===== src/rtl/int_controller_pkg.sv =====
// Shared types and constants for the interrupt controller.
// Optional feature macro: INT_NESTING_EN (enables preemption by higher-priority sources).
package int_controller_pkg;

  localparam int unsigned AW   = 10;
  localparam int unsigned NIRQ = 4;

  localparam logic [AW-1:0] VEC0_DEF = 10'b1111111011;
  localparam logic [AW-1:0] VEC1_DEF = 10'b1111111110;
  localparam logic [AW-1:0] VEC2_DEF = 10'b1111111101;
  localparam logic [AW-1:0] VEC3_DEF = 10'b1111111100;

  typedef enum logic [2:0] {
    StIdle    = 3'd0,
    StPush    = 3'd1,
    StVector  = 3'd2,
    StService = 3'd3,
    StReturn  = 3'd4
  } state_e;

  // One-hot mask for a source index.
  function automatic logic [NIRQ-1:0] onehot(input logic [1:0] id);
    logic [NIRQ-1:0] m;
    m     = '0;
    m[id] = 1'b1;
    return m;
  endfunction

endpackage


===== src/rtl/int_controller_prio_enc4.sv =====
// 4-input priority encoder; lowest set index wins.
// Used for grant selection and, with INT_NESTING_EN, for in-service priority.
module int_controller_prio_enc4 (
  input  logic [3:0] req,
  output logic [1:0] id,
  output logic       valid
);

  // Scan from the highest-priority (lowest) index.
  always_comb begin
    id    = 2'd0;
    valid = 1'b1;
    if (req[0])      id = 2'd0;
    else if (req[1]) id = 2'd1;
    else if (req[2]) id = 2'd2;
    else if (req[3]) id = 2'd3;
    else             valid = 1'b0;
  end

endmodule


===== src/rtl/int_controller.sv =====
// Interrupt controller: edge-latched requests, mask, priority grant at instruction
// boundaries, and push/vector/pop sequencing towards the return stack and PC mux.
// Optional feature macro: INT_NESTING_EN (higher-priority sources preempt a running service).
module int_controller
  import int_controller_pkg::*;
#(
  parameter logic [AW-1:0] VEC0 = VEC0_DEF,
  parameter logic [AW-1:0] VEC1 = VEC1_DEF,
  parameter logic [AW-1:0] VEC2 = VEC2_DEF,
  parameter logic [AW-1:0] VEC3 = VEC3_DEF
) (
  input  logic            clk,
  input  logic            reset,
  input  logic [NIRQ-1:0] irq,
  input  logic            mask_we,
  input  logic [NIRQ-1:0] mask_in,
  input  logic            gie,
  input  logic            instr_done,
  input  logic            reti,
  input  logic [AW-1:0]   pc_in,
  output logic            push,
  output logic [AW-1:0]   push_data,
  output logic            pop,
  output logic            load_pc,
  output logic [AW-1:0]   vec_out,
  output logic [NIRQ-1:0] in_service,
  output logic            busy
);

  state_e          state;
  logic [1:0]      id_q;
  logic [NIRQ-1:0] irq_d;
  logic [NIRQ-1:0] pending;
  logic [NIRQ-1:0] mask;

  logic [NIRQ-1:0] eligible;
  logic [NIRQ-1:0] clr;
  logic [1:0]      win_id;
  logic            win_valid;
  logic [1:0]      svc_id;
  logic            svc_valid;
  logic [NIRQ-1:0] ret_mask;
  logic            grant_ok;
  logic [AW-1:0]   vec_sel;

  int_controller_prio_enc4 u_grant_enc (
    .req   (eligible),
    .id    (win_id),
    .valid (win_valid)
  );

  int_controller_prio_enc4 u_svc_enc (
    .req   (in_service),
    .id    (svc_id),
    .valid (svc_valid)
  );

  // Grant qualification, vector lookup and pending-clear for the captured winner.
  always_comb begin
    eligible = pending & mask;
    grant_ok = gie & instr_done & win_valid;
    clr      = (state == StPush) ? onehot(id_q) : '0;
    ret_mask = svc_valid ? onehot(svc_id) : '0;
    unique case (id_q)
      2'd0:    vec_sel = VEC0;
      2'd1:    vec_sel = VEC1;
      2'd2:    vec_sel = VEC2;
      default: vec_sel = VEC3;
    endcase
  end

  assign busy = (state != StIdle);

  // Edge capture into pending; the grant clear wins over a same-cycle edge.
  always_ff @(posedge clk or negedge reset) begin
    if (!reset) begin
      irq_d   <= '0;
      pending <= '0;
      mask    <= '0;
    end else begin
      irq_d   <= irq;
      pending <= (pending | (irq & ~irq_d)) & ~clr;
      if (mask_we) mask <= mask_in;
    end
  end

  // Sequencer with registered one-cycle strobes.
  always_ff @(posedge clk or negedge reset) begin
    if (!reset) begin
      state      <= StIdle;
      id_q       <= 2'd0;
      push       <= 1'b0;
      push_data  <= '0;
      pop        <= 1'b0;
      load_pc    <= 1'b0;
      vec_out    <= '0;
      in_service <= '0;
    end else begin
      push    <= 1'b0;
      pop     <= 1'b0;
      load_pc <= 1'b0;
      unique case (state)
        StIdle: begin
          if (grant_ok) begin
            state     <= StPush;
            id_q      <= win_id;
            push      <= 1'b1;
            push_data <= pc_in;
          end
        end
        StPush: begin
          state            <= StVector;
          load_pc          <= 1'b1;
          vec_out          <= vec_sel;
          in_service[id_q] <= 1'b1;
        end
        StVector: state <= StService;
        StService: begin
          if (reti) begin
            state      <= StReturn;
            pop        <= 1'b1;
            in_service <= in_service & ~ret_mask;
          end
`ifdef INT_NESTING_EN
          // Preempt only with a source strictly above every active service.
          else if (grant_ok && (win_id < svc_id)) begin
            state     <= StPush;
            id_q      <= win_id;
            push      <= 1'b1;
            push_data <= pc_in;
          end
`endif
        end
        StReturn: state <= (|in_service) ? StService : StIdle;
        default:  state <= StIdle;
      endcase
    end
  end

endmodule


===== config.mk =====
export PLATFORM = sky130hd
export DESIGN_NAME = int_controller
export DESIGN_NICKNAME = d
export VERILOG_FILES = /design/src/rtl/int_controller_pkg.sv /design/src/rtl/int_controller_prio_enc4.sv /design/src/rtl/int_controller.sv
export SDC_FILE = /design/constraint.sdc
export NUM_CORES = 1
export LEC_CHECK = 0
export CORE_MARGIN = 10
export CORE_UTILIZATION = 45
export DETAILED_ROUTE_END_ITERATION = 10
export PLACE_DENSITY = 0.89
export SYNTH_ARGS = -nofsm -noshare
export SYNTH_HDL_FRONTEND = slang
export SYNTH_SLANG_ARGS = --single-unit

===== constraint.sdc =====
create_clock -name clk -period 2.2 [get_ports clk]
set_input_delay 0.55 -clock clk [delete_from_list [all_inputs] [get_ports clk]]
set_output_delay 0.55 -clock clk [all_outputs]
set_load 0.01 [all_outputs]

==> flow_summary.json <==
{
  "report.final.setup_viol": 0,
  "final.period_utilization_pct": 94.3,
  "grt_max_degree": 39,
  "post_synth_main_area_contributors": "dfrtp_1 61%, mux2_4 8.6%, mux2_2 3.6%, nor2_1 3.6%, a21oi_1 3.2%",
  "report.final.slew_viol_count": 0,
  "share_clk_of_total_power_pct": 17.9,
  "holdPathStages": 1,
  "hold_path_end": "vec_out[1]",
  "hold_path_start": "vec_out[1]",
  "area_growth_syn_to_layout_pct": 38.1,
  "post_synth_inst_count": 122,
  "detail_route.wl_per_cell_um": 16.3,
  "endpoint_kind": "primary output",
  "achievable_freq_ghz": 0.482,
  "die_area_mm2": 0.00623,
  "floorplan.initialDensity_pct": 46.9,
  "total_negative_setup_slack_ps": 0,
  "share_seq_of_total_power_pct": 43.5,
  "wl_met3_um": 134,
  "drt_iter0_drc": 64,
  "floorplan.io_pins": 52,
  "irDropWorstVdd_mv": 0.616,
  "insertedDiodeCount": 0,
  "avgSynthCellArea_um2": 12.8,
  "synth.ff_latch_count": 38,
  "synthesis.nets": 146,
  "num-fill-cells": 245,
  "swShare_pct": 31.5,
  "synth.cell_area_mm2": 0.00156,
  "floorplan.core_area_mm2": 0.00334,
  "postSynth.topFlopCell": "dfrtp_1",
  "cts_root_buf": "clkbuf_4",
  "crit-reg2reg-capture": "push_data[0]",
  "grt_pass1_vias": 1152,
  "clkTransAtPathRegs_ps": 110,
  "worstSetupStartpointType": "flip-flop",
  "vias": 1069,
  "maxCapViolCount": 0,
  "combinationalPowerShare_pct": 38.6,
  "rsz0062_at_grt": "false",
  "hold_buffers": 0,
  "grt_use_total_pct": 11.8,
  "worst-slew-pin-transition_ps": 456,
  "finalClockSkew_ps": 9.21,
  "power_report.internal_total_mw": 1.84,
  "run_status": "finished, final reports clean",
  "worst_r2r_path_depth": 4,
  "global_route.overflow_total": 0,
  "ys_warn_count": 0,
  "power_dens_cells_mw_per_mm2": 1250,
  "final_net_count": 198,
  "multi_input_combinational_cell_area_um2": 498,
  "synthArstFlopShare_pct": 100,
  "path_class": "flip-flop to primary output",
  "routed-wl-met2_mm": 2.00,
  "layout.core_utilization_pct": 64.7,
  "drt_first_pass_iters": 4,
  "synth_area_leader_cell": "dfrtp_1",
  "numCtsBuffers": 5,
  "gp_congestion": 0.780,
  "p_leak_nw": 0.954,
  "clock_tree.htree_level_count": 2,
  "routed_wirelength_mm": 3.59,
  "slew_headroom_pct": 69.6,
  "chipWidth_um": 79.0,
  "detail-route-antenna-nets": 0,
  "synth_enable_flop_cells": 0,
  "yosys.cell_types.count": 29,
  "post_route_cells_drive_above_1_share_pct": 16.7,
  "critPathArrivalTime_ps": 1520,
  "clock_sink_count": 38,
  "hold_path_class": "flip-flop to flip-flop",
  "cts_tree": "yes",
  "m1_wl_mm": 1.42,
  "clk_latency_ps": 330,
  "synth_top_area_share_pct": 60.8,
  "drcViolationCount": 0,
  "grt_antenna_before_repair": 0,
  "critPathMaxFanout": 8,
  "critical_path_data_required_time_ps": 1650,
  "hold_viol": 0,
  "dr.max_layer_used": "met4",
  "timing.rr.start": "state[1]",
  "rows": 21,
  "place.port_buffers": 51,
  "ctsLongestPathBuffers": 2,
  "dp_hpwl_mm": 2.74,
  "die_height_um": 79.0,
  "layout_min_cycle_time_ps": 2070,
  "rrSetupSlack_ps": 480,
  "post_drt_via_cell_ratio": 4.86,
  "ranking_of_synthesized_cells_by_instance_count": "38 x dfrtp_1, 15 x nor2_1, 10 x a21oi_1",
  "grt_pass1_wl_mm": 5.77,
  "switching_pwr_uw": 848,
  "yosysSeqAreaShare_pct": 60.8,
  "post-synth-top-count-cell": "dfrtp_1",
  "register_area_um2": 952
}
per-stage QoR:
stage | total power [mW] | hold slack (ps) | worst slack, ps | std cells | area (um2)
after floorplan | 1.70 | 254 | 507 | 122 | 1560
after global placement | 2.17 | 465 | 249 | 212 | 2070
final | 2.69 | 495 | 126 | 220 | 2160
after global routing | 2.85 | 535 | 67.9 | 220 | 2160
after detailed placement | 2.22 | 483 | 235 | 212 | 2070
after CTS | 2.71 | 508 | 120 | 220 | 2160
logic make-up (layout without fill, tap and decap cells):
kind of cell | Yosys count | in the layout | share of synthesized area [%]
buffers and inverters | 16 | 68 | 7.36
multiplexers | 15 | 15 | 13.0
AO/OA/AOI/OAI | 23 | 23 | 9.20
AND/OR/NAND/NOR | 30 | 30 | 9.68
flip-flops | 38 | 38 | 60.8
critical path, stage by stage, from the launching register on:
cell and delay [ps]:
dfrtp_2 470, or3_4 420, dlygate4sd2_1 300
final cells by class:
cell class              instances  area share [%]
repair buffers                 54            25.2
multi-input cells              68            23.1
clock buffers                   6            2.38
inverters                       7            1.22
flip-flops and latches         38            44.1
well taps                      46            2.67
clock inverters                 1            1.39
layer usage:
layer  up-vias  global-route usage, %
met5         -                      0
met4         0                   6.45
met3         3                   3.15
met2        21                   20.6
met1       527                   12.8
li1        518                      -
how the worst max path moves through the flow:
| stage | start | endpoint | slack (ps) | depth (start not counted) |
|---|---|---|---|---|
| global placement | gie | push_data[0] | 250 | 5 |
| detailed placement | gie | push_data[0] | 230 | 5 |
| finish | state[1] | busy | 130 | 2 |
| global route | state[1] | busy | 70 | 2 |
| floorplan | state[0] | id_q[0] | 510 | 4 |
| CTS | state[1] | busy | 120 | 2 |
timing repair:
action,in CTS,in global routing
buffers inserted,1,0
setup endpoints to repair,1,0
resized for setup,2,0
sequential cells by signal (all words and copies together) (netlist names):
signal      flops
push_data      10
in_service      4
irq_d           4
mask            4
pending         4
vec_out         4
state           3
id_q            2
load_pc         1
pop             1
push            1
power by group through the flow:
stage | registers (mW) | clock network, mW | logic (mW)
2_1_floorplan | 1.21 | 0 | 0.490
3_3_place_gp | 1.17 | 0 | 1.00
3_5_place_dp | 1.18 | 0 | 1.04
4_1_cts | 1.17 | 0.490 | 1.06
5_1_grt | 1.20 | 0.518 | 1.13
6_report | 1.17 | 0.481 | 1.04
cells in the final DEF (no fill, tap or decap):
master / instances
nand2b_1: 2
a22o_2: 1
buf_12: 1
dlygate4sd2_1: 1
mux2_4: 9
buf_4: 2
or3_4: 1
inv_2: 1
o22ai_1: 1
a21oi_1: 10
nor4_1: 1
a31oi_1: 2
inv_1: 6
mux2_2: 5
nor2b_1: 1
a21o_1: 1
dfrtp_1: 37
dfrtp_2: 1
clkbuf_4: 5
clkbuf_8: 1
nor3_4: 1
nand2_1: 5
nor2_1: 15
bufinv_16: 1
or3b_1: 1
nand3_1: 2
o211a_1: 1
o21ai_0: 4
mux2_1: 1
clkdlybuf4s50_1: 50
o32a_1: 1
nor3_1: 1
a32oi_1: 1
a22o_1: 1
Note: power is estimated with default switching activity, not from simulation.
